### config.mk
export PLATFORM = sky130hd
export DESIGN_NAME = uart_rx_cfg
export DESIGN_NICKNAME = d
export VERILOG_FILES = /design/src/rtl/uart_rx_cfg.sv
export SDC_FILE = /design/constraint.sdc
export NUM_CORES = 1
export LEC_CHECK = 0
export ABC_AREA = 1
export ABC_CLOCK_PERIOD_IN_PS = 3400
export CAP_MARGIN = 20
export CORE_MARGIN = 4
export CORE_UTILIZATION = 35
export DETAILED_ROUTE_END_ITERATION = 10
export GPL_ROUTABILITY_DRIVEN = 0
export PLACE_DENSITY = 0.57
export SYNTH_ARGS = -nofsm -noshare
export SYNTH_HDL_FRONTEND = slang
export SYNTH_SLANG_ARGS = --single-unit
### constraint.sdc
create_clock -name i_clk -period 3.4 [get_ports i_clk]
set_clock_uncertainty 0.05 [all_clocks]
set_input_delay 0.68 -clock i_clk [delete_from_list [all_inputs] [get_ports i_clk]]
set_output_delay 0.68 -clock i_clk [all_outputs]
set_load 0.1 [all_outputs]
### src/rtl/uart_rx_cfg.sv
// Parametrised UART receiver: 2-flop input synchroniser, mid-bit sampling, optional parity,
// one or two stop bits; each frame is reported with a one-cycle valid strobe and error flags.
module uart_rx_cfg #(
  parameter int unsigned CLKS_PER_BIT = 16,
  parameter int unsigned DATA_BITS    = 8,
  parameter int unsigned PARITY       = 0,
  parameter int unsigned STOP_BITS    = 1
) (
  input  logic                 i_clk,
  input  logic                 i_reset,
  input  logic                 i_rxd,
  output logic [DATA_BITS-1:0] o_data,
  output logic                 o_valid,
  output logic                 o_parity_err,
  output logic                 o_frame_err,
  output logic                 o_busy
);
  localparam int unsigned CW   = $clog2(CLKS_PER_BIT);
  localparam int unsigned BW   = $clog2(DATA_BITS);
  localparam int unsigned HALF = CLKS_PER_BIT / 2;

  typedef enum logic [2:0] {StIdle, StStart, StData, StPar, StStop} state_e;
  state_e state_q, state_d;

  logic                 rxd_meta_q, rxd_s_q;
  logic [CW-1:0]        clk_cnt_q;
  logic [BW-1:0]        bit_cnt_q;
  logic                 stop_cnt_q;
  logic [DATA_BITS-1:0] shift_q, data_q;
  logic                 par_err_q, frm_err_q;
  logic                 valid_q, perr_q, ferr_q;
  logic                 sample, last_data, last_stop, frame_done, exp_par;

  // Start bit is sampled half a bit in; every later bit one full bit after the previous sample.
  always_comb begin
    sample = 1'b0;
    case (state_q)
      StStart:                sample = (clk_cnt_q == CW'(HALF - 1));
      StData, StPar, StStop:  sample = (clk_cnt_q == CW'(CLKS_PER_BIT - 1));
      default:                sample = 1'b0;
    endcase
  end

  assign last_data  = (bit_cnt_q == BW'(DATA_BITS - 1));
  assign last_stop  = (stop_cnt_q == 1'(STOP_BITS - 1));
  assign frame_done = (state_q == StStop) && sample && last_stop;
  assign exp_par    = (PARITY == 1) ? ~^shift_q : ^shift_q;

  always_ff @(posedge i_clk) begin
    if (i_reset) state_q <= StIdle;
    else         state_q <= state_d;
  end

  always_comb begin
    state_d = state_q;
    unique case (state_q)
      StIdle:  if (!rxd_s_q) state_d = StStart;
      StStart: if (sample) state_d = rxd_s_q ? StIdle : StData;
      StData:  if (sample && last_data) state_d = (PARITY != 0) ? StPar : StStop;
      StPar:   if (sample) state_d = StStop;
      StStop:  if (sample && last_stop) state_d = StIdle;
      default: state_d = StIdle;
    endcase
  end

  // Busy covers the strobe cycle too, even though the FSM is already back in idle.
  always_comb begin
    o_busy       = (state_q != StIdle) || valid_q;
    o_valid      = valid_q;
    o_data       = data_q;
    o_parity_err = perr_q && (PARITY != 0);
    o_frame_err  = ferr_q;
  end

  always_ff @(posedge i_clk) begin
    if (i_reset) begin
      rxd_meta_q <= 1'b1;
      rxd_s_q    <= 1'b1;
      clk_cnt_q  <= '0;
      bit_cnt_q  <= '0;
      stop_cnt_q <= 1'b0;
      shift_q    <= '0;
      par_err_q  <= 1'b0;
      frm_err_q  <= 1'b0;
      valid_q    <= 1'b0;
      data_q     <= '0;
      perr_q     <= 1'b0;
      ferr_q     <= 1'b0;
    end else begin
      rxd_meta_q <= i_rxd;
      rxd_s_q    <= rxd_meta_q;
      clk_cnt_q  <= (state_q == StIdle || sample) ? '0 : clk_cnt_q + 1'b1;

      if (state_q == StStart) begin
        bit_cnt_q <= '0;
        par_err_q <= 1'b0;
        frm_err_q <= 1'b0;
      end
      if (state_q != StStop) stop_cnt_q <= 1'b0;

      if (sample) begin
        case (state_q)
          StData: begin
            shift_q   <= {rxd_s_q, shift_q[DATA_BITS-1:1]};
            bit_cnt_q <= bit_cnt_q + 1'b1;
          end
          StPar:   par_err_q <= exp_par ^ rxd_s_q;
          StStop: begin
            stop_cnt_q <= stop_cnt_q + 1'b1;
            if (!rxd_s_q) frm_err_q <= 1'b1;
          end
          default: ;
        endcase
      end

      valid_q <= frame_done;
      if (frame_done) begin
        data_q <= shift_q;
        perr_q <= par_err_q;
        ferr_q <= frm_err_q | ~rxd_s_q;
      end
    end
  end
endmodule
* Word level (Yosys, flattened, before mapping)
Index checks and enable logic that the tools add are counted.
W data, S select, Z words.
** Cells by class
- Bitwise logic cells :: 3
- Add/sub/neg operators :: 3
- Multiplexer cells :: 18
- Eq/ne operators :: 13
- Reduce and logical (&&, ||, !) cells :: 12
** Operators with widths (number)
- $mux W3 :: 8
- $pmux W3 S5 :: 1
- $ne A2 B2 Y1 const B :: 4
- $mux W1 :: 7
- $eq A3 B2 Y1 const B :: 2
- $eq A3 B3 Y1 const B :: 2
- $reduce_and A5 Y1 :: 1
- $add A4 B1 Y4 const B :: 1
- $eq A4 B3 Y1 const B :: 1
- $eq A4 B4 Y1 const B :: 1
- $logic_and A1 B1 Y1 :: 4
- $add A3 B1 Y3 const B :: 1
- $eq A3 B1 Y1 const B :: 1
- $logic_not A3 Y1 :: 1
- $ne A3 B3 Y1 const B :: 1
- $reduce_bool A3 Y1 :: 1
- $reduce_or A3 Y1 :: 1
- $logic_or A1 B1 Y1 :: 2
- $mux W2 :: 1
- $ne A2 B1 Y1 const B :: 1
- $not A1 Y1 :: 2
- $pmux W1 S2 :: 1
- $reduce_and A2 Y1 :: 1
- $reduce_or A2 Y1 :: 1
- 2 further kinds :: 2
** Word-level totals
- Output and inout bits :: 12
- Bits of input ports :: 3
- Flip-flop bits (word level) :: 32
- Word-level logic and storage cells :: 60

* Depth between registers and ports, before layout
Gate-level depths: netlist (run 1).
- Word-level depth :: 6
- Depth in mapped cells :: 9
- Depth with buffers taken out :: 9

* Worst setup path after synthesis (run 1)
OpenSTA, ideal clock, no wires.
- Path kind :: flip-flop to output port
- Start point :: reg valid_q, in the netlist o_valid
- End point :: out o_busy
- Path buffers :: 0
- Cell stages (with the launch flop) :: 2
- Arrival time :: 1.504 ns
- Slack :: 1.166 ns
- Data required time :: 2.670 ns
- Path through :: dfxtp_1 or2_2
** On the way
- Cells in the longest elaborated chain, start to end :: 1
** RTL lines
- start, declared :: line 31 : logic valid_q, perr_q, ferr_q;
- start signal, assigned :: line 116 : valid_q <= frame_done;
- $logic_or A1 B1 Y1 :: line 68 : o_busy = (state_q != StIdle) || valid_q;
- end, declared :: line 16 : output logic o_busy
No other way between the ends.

* Worst setup path after layout (run 1)
- Start point :: reg state_q[0]
- End point :: out o_busy
** On the way
- Cells in the longest elaborated chain, start to end :: 2
** RTL lines
- start, declared :: line 23 : state_e state_q, state_d;
- start signal, assigned :: line 50 : if (i_reset) state_q <= StIdle;
- start signal, assigned :: line 51 : else state_q <= state_d;
- $reduce_bool A3 Y1 :: line 68
- $logic_or A1 B1 Y1 :: line 68
No other way between the ends.

==> results of run 1 <==
-- placed cells by master, fill, tap and decap left out, drive strengths merged --
master / netlist / routed
dfxtp: 32 / 32
a21oi: 23 / 23
nand2: 20 / 20
nor2: 20 / 20
inv: 17 / 17
o21ai: 16 / 16
nand3: 12 / 12
buf: 3 / 11
nand4: 6 / 6
clkbuf: 2 / 6
or2: 3 / 3
ha: 3 / 3
clkdlybuf4s50: 0 / 2
nor3: 2 / 2
xor2: 1 / 1
conb: 1 / 1
bufinv: 0 / 1
clkinv: 0 / 1
-- layer usage --
metal	global-route usage	routed length, um	part of all wire	vias up
li1	-	-	-	560
met1	0.148	1180	0.48	480
met2	0.204	1150	0.46	15
met3	0.0454	86	0.035	8
met4	0.0670	61	0.025	0
met5	0	0	0	-
-- state kept, by name, indices dropped and copies added (netlist names), 3 cells and up --
| register | cells |
|---|---|
| clk_cnt_q | 4 |
| o_data | 8 |
| bit_cnt_q | 3 |
| shift_q | 8 |
| state_q | 3 |
-- worst max-delay path, cell delays in order (launching register included) --
cell and delay, ps:
dfxtp_1 360, inv_1 100, nand3_1 150, or2_2 310, buf_4 230
-- cells in the mapped netlist (all sizes together) --
library cell	n
dfxtp	32
a21oi	23
nand2	20
nor2	20
inv	17
o21ai	16
nand3	12
nand4	6
buf	3
ha	3
or2	3
clkbuf	2
nor3	2
conb	1
xor2	1
-- how the worst max path moves through the flow --
stage                       startpoint                       to  slack, ps  depth (start not counted)
5_1_grt        state_q[0]$_SDFFE_PP0P_                   o_busy       1110                          4
2_1_floorplan       o_valid$_SDFF_PP0_                   o_busy       1170                          1
3_3_place_gp                   i_reset  clk_cnt_q[2]$_SDFF_PP0_       1230                          4
6_report       state_q[0]$_SDFFE_PP0P_                   o_busy       1240                          4
4_1_cts        state_q[0]$_SDFFE_PP0P_                   o_busy       1230                          4
3_5_place_dp                   i_reset  clk_cnt_q[2]$_SDFF_PP0_       1140                          4
-- report_power, final --
| part | switching [mW] | internal (mW) |
|---|---|---|
| Clock | 0.135 | 0.217 |
| Sequential | 0.0203 | 0.395 |
| Combinational | 0.196 | 0.0694 |
-- cell families (layout without fill, tap and decap cells) --
kind of cell / count (synthesis) / count (layout)
and+or+nand+nor: 63 / 63
AOI/OAI and AO/OA: 39 / 39
DFF: 32 / 32
buffers and inverters: 22 / 38
adders and majority gates: 3 / 3
other: 1 / 1
xor gates and xnor gates: 1 / 1
-- stage by stage --
step | area, um2 | total power, mW | worst slack (ps) | util
finish | 1520 | 1.03 | 1240 | 0.442
global route | 1520 | 1.09 | 1110 | 0.442
CTS | 1520 | 1.04 | 1230 | 0.442
detailed placement | 1410 | 0.687 | 1140 | 0.410
global placement | 1410 | 0.683 | 1230 | 0.410
floorplan | 1280 | 0.637 | 1170 | -
-- cell type report --
type,count,area [um2],share of cell area
well taps,46,57.6,0.0379
inverters,17,63.8,0.0420
clock inverters,2,35.0,0.0230
multi-input cells,107,548,0.360
clock buffers,6,72.6,0.0477
flip-flops and latches,32,641,0.421
repair buffers,13,103,0.0675
==> flow_metrics.env, run 1 <==
export IMPL_cts_buffer_depth=2
export IMPL_drt_total_wl_um=2470
export IMPL_synth_xor_area_share=0.00682
export IMPL_fin_hold_ws_ps=370
export IMPL_numCtsBuffers=5
export IMPL_crit_type="reg2out"
export IMPL_drv_slew=0
export IMPL_yosysWarnings=0
export IMPL_cap_violations=0
export IMPL_grt_first_pass_wirelength_um=4460
export IMPL_worstReg2RegEnd="o_data[7]$_SDFFE_PP0P_"
export IMPL_hold_viol=0
export IMPL_yosys_area_share_simple=0.227
export IMPL_clk_latency_ps=280
export IMPL_instances_no_fill=223
export IMPL_ant_nets=0
export IMPL_r2r_slack_ps=1490
export IMPL_worst_slew_pin_slew_ps=531
export IMPL_rows=21
export IMPL_grt_max_degree=20
export IMPL_avgSynthCellArea_um2=7.97
export IMPL_endpoint_kind="output pin"
export IMPL_placed_cells=215
export IMPL_worst_setup_path_start_kind="flip-flop"
export IMPL_clkTransAtPathRegs_ps=70
export IMPL_synthMuxAreaShare=0
export IMPL_route_detailed_drc=0
export IMPL_post_cts_buffers=0
export IMPL_grtUsageTotal=0.127
export IMPL_cts_root_buffer="clkbuf_8"
export IMPL_p_leak_nw=0.639
export IMPL_num_vias=1063
export IMPL_rr_worst_depth=8
export IMPL_h_tree_depth=2
export IMPL_ioPinCount=15
export IMPL_cts_sinks=32
export IMPL_hold_path_depth=1
export IMPL_die_h_um=68.6
export IMPL_grt_overflow_total=0
export IMPL_avgRoutedWirePerCell_um=11.1
export IMPL_synth_seq_cells=32
export IMPL_r2r_start="clk_cnt_q[0]$_SDFF_PP0_"
export IMPL_synth_top_family_by_area="simple AND/OR/NAND/NOR gates"
export IMPL_synth_cells=161
export IMPL_cts_resized=0
export IMPL_synth_compound_area_share=0.161
export IMPL_cts_tree="built"
export IMPL_synthTopCellsByArea="dfxtp_1 (50%), a21oi_1 (8.6%), nand2_1 (5.6%)"
export IMPL_drive_above_1_share=0.158
export IMPL_synth_area_um2=1280
export IMPL_cp_arrival_ps=1430
export IMPL_power_density_nw_per_um2=680
export IMPL_core_um2=3440
export IMPL_hold_end="rxd_s_q$_SDFF_PP1_"
export IMPL_place_port_buffers=13
export IMPL_ir_drop_uv=245
export IMPL_fmaxAchievable_ghz=0.462
export IMPL_synth_top_area_cell="dfxtp_1"
export IMPL_max_slew_margin=0.645
export IMPL_area_growth_syn_to_layout_pct=18.4
export IMPL_cp_required_ps=2670
export IMPL_firstDrtPassIters=4
export IMPL_die_width_um=68.6
export IMPL_die_area_um2=4700
export IMPL_synth_top_cell_area_share=0.499
export IMPL_yosysUniqueCellTypes=24
export IMPL_finalSetupViolations=0
export IMPL_num_fill_cells=339
export IMPL_synth_fp_nets=167
export IMPL_synthAdderAreaFrac=0.0292
export IMPL_hold_buffers=0
export IMPL_worstHoldStart="rxd_meta_q$_SDFF_PP1_"
export IMPL_rsz0062_at_grt="false"
export IMPL_drt_first_iter_violations=24
export IMPL_post_dp_hpwl_um=1780
export IMPL_diodes=0
export IMPL_start_util=0.373
export IMPL_finalSetupTns_ps=0
export IMPL_antenna_found_initial=0
export IMPL_period_share=0.636
export IMPL_grt_pass1_vias=1041
export IMPL_hold_class="reg2reg"
export IMPL_status="finished, final reports clean"
export IMPL_worst_path_max_fanout=5
export IMPL_min_period_ps=2160
export IMPL_via_per_inst=4.77
export IMPL_nets=182
export IMPL_seq_area_frac_synth=0.499
Note: power is estimated with default switching activity, not from simulation.
==> run 2: changes to the inputs <==
--- a/config.mk
+++ b/config.mk
@@ -6,13 +6,13 @@
 export NUM_CORES = 1
 export LEC_CHECK = 0
 export ABC_AREA = 1
-export ABC_CLOCK_PERIOD_IN_PS = 3400
+export ABC_CLOCK_PERIOD_IN_PS = 1900
 export CAP_MARGIN = 20
 export CORE_MARGIN = 4
 export CORE_UTILIZATION = 35
 export DETAILED_ROUTE_END_ITERATION = 10
 export GPL_ROUTABILITY_DRIVEN = 0
-export PLACE_DENSITY = 0.57
+export PLACE_DENSITY = 0.59
 export SYNTH_ARGS = -nofsm -noshare
 export SYNTH_HDL_FRONTEND = slang
 export SYNTH_SLANG_ARGS = --single-unit
==> constraint.sdc (replaced) <==
create_clock -name i_clk -period 1.9 [get_ports i_clk]
set_clock_uncertainty 0.05 [all_clocks]
set_input_delay 0.38 -clock i_clk [delete_from_list [all_inputs] [get_ports i_clk]]
set_output_delay 0.38 -clock i_clk [all_outputs]
set_load 0.1 [all_outputs]
==> flow_metrics.env, run 2 (synthesized netlist as in run 1, its figures left out) <==
export IMPL_drt_first_iter_violations=36
export IMPL_die_h_um=68.6
export IMPL_cp_required_ps=1470
export IMPL_period_share=0.956
export IMPL_p_leak_nw=0.700
export IMPL_die_area_um2=4700
export IMPL_pwr_share_comb=0.303
export IMPL_area_growth_syn_to_layout_pct=32.4
export IMPL_cts_root_buffer="clkbuf_8"
export IMPL_rows=21
export IMPL_rsz0062_at_grt="false"
export IMPL_start_util=0.373
export IMPL_antenna_found_initial=0
export IMPL_power_density_nw_per_um2=1070
export IMPL_place_port_buffers=13
export IMPL_final_cell_mix="dfxtp_1 (31), a21oi_1 (22), nand2_1 (19), nor2_1 (19), inv_1 (15)"
export IMPL_cts_buffer_depth=2
export IMPL_num_vias=1123
export IMPL_cts_tree="built"
export IMPL_endpoint_kind="output pin"
export IMPL_avgRoutedWirePerCell_um=12.0
export IMPL_placed_area_um2=1600
export IMPL_cap_violations=0
export IMPL_num_fill_cells=330
export IMPL_switching_share=0.350
export IMPL_ant_nets=0
export IMPL_h_tree_depth=2
export IMPL_worst_path_max_fanout=5
export IMPL_worst_setup_path_start_kind="flip-flop"
export IMPL_p_clk_frac=0.290
export IMPL_multiInputGateArea_um2=553
export IMPL_numCtsBuffers=5
export IMPL_drt_total_wl_um=2750
export IMPL_slowest_stage="dfxtp_1"
export IMPL_seq_area_um2=642
export IMPL_finalSetupTns_ps=0
export IMPL_switching_power_uw=639
export IMPL_crit_path_max_incr_delay_ps=360
export IMPL_path_delay_family="simple AND/OR/NAND/NOR gates"
export IMPL_cp_cell_sequence="inv_1 > nand3_2 > or2_2 > buf_12"
export IMPL_intPower_mw=1.19
export IMPL_min_period_ps=1820
export IMPL_hold_viol=0
export IMPL_clk_latency_ps=280
export IMPL_hold_class="reg2reg"
export IMPL_ioPinCount=15
export IMPL_route_detailed_drc=0
export IMPL_post_cts_buffers=0
export IMPL_nets=189
export IMPL_stdcell_area_um2=1700
export IMPL_finalSetupViolations=0
export IMPL_grt_pass1_vias=1093
export IMPL_via_per_inst=4.88
export IMPL_core_um2=3440
export IMPL_seqPwrFrac=0.407
export IMPL_final_common_cell="dfxtp_1"
export IMPL_crit_type="reg2out"
export IMPL_grt_max_degree=19
export IMPL_grtUsageTotal=0.141
export IMPL_status="finished, final reports clean"
export IMPL_diodes=0
export IMPL_cp_arrival_ps=1390
export IMPL_grt_first_pass_wirelength_um=4800
export IMPL_fmaxAchievable_ghz=0.551
export IMPL_post_dp_hpwl_um=1990
export IMPL_cts_sinks=32
export IMPL_crit_buf_inv=2
export IMPL_firstDrtPassIters=4
export IMPL_drv_slew=0
export IMPL_clkTransAtPathRegs_ps=60
export IMPL_grt_overflow_total=0
export IMPL_ir_drop_uv=692
export IMPL_drive_above_1_share=0.196
export IMPL_die_width_um=68.6
[run 2: cell types whose count changed in the layout (fill, tap and decap cells not counted), sizes merged]
cell,delta
clkbuf,+2
clkinv,-1
bufinv,-1
buf,+7
[run 2: power by group through the flow]
stage          Sequential, mW  Combinational, mW  Clock (mW)
3_5_place_dp            0.757              0.543           0
4_1_cts                 0.743              0.545       0.546
6_report                0.743              0.554       0.529
5_1_grt                 0.747              0.606       0.581
2_1_floorplan           0.750              0.390           0
3_3_place_gp            0.753              0.527           0
[run 2: final cells by class]
| cell class | instances | area share |
|---|---|---|
| tap | 46 | 0.0339 |
| timing repair buffer | 20 | 0.172 |
| multi-input combinational | 107 | 0.325 |
| clock buffer | 8 | 0.0530 |
| sequential | 32 | 0.378 |
| inverter | 17 | 0.0376 |
[run 2: repair_timing]
item,4_1_cts,5_1_grt
resized for setup,0,1
endpoints found under the setup margin,0,1
hold buffers,0,0
[run 2: per-stage QoR]
stage	hold WS [ps]	worst slack [ps]	power, mW	utilization	instances
2_1_floorplan	339	296	1.14	-	161
3_3_place_gp	346	355	1.28	0.466	222
3_5_place_dp	351	271	1.30	0.466	222
4_1_cts	367	42.4	1.83	0.492	230
5_1_grt	378	4.74	1.93	0.494	230
6_report	361	84.3	1.83	0.494	230
[run 2: final timing paths]
kind              slack, ps  cells past startpoint                     from                 endpoint
setup / recovery         80                      4  state_q[0]$_SDFFE_PP0P_                   o_busy
hold / removal          360                      1    rxd_meta_q$_SDFF_PP1_       rxd_s_q$_SDFF_PP1_
setup reg to reg        250                     10  state_q[2]$_SDFFE_PP0P_  state_q[0]$_SDFFE_PP0P_
hold reg to reg         360                      1    rxd_meta_q$_SDFF_PP1_       rxd_s_q$_SDFF_PP1_
[run 2: layer usage]
layer  global-route usage  part of all wire  wire, um
met1                0.167              0.47      1290
met4               0.0819             0.025        68
met2                0.221              0.47      1300
met5                    0                 0         0
met3               0.0502             0.036        99
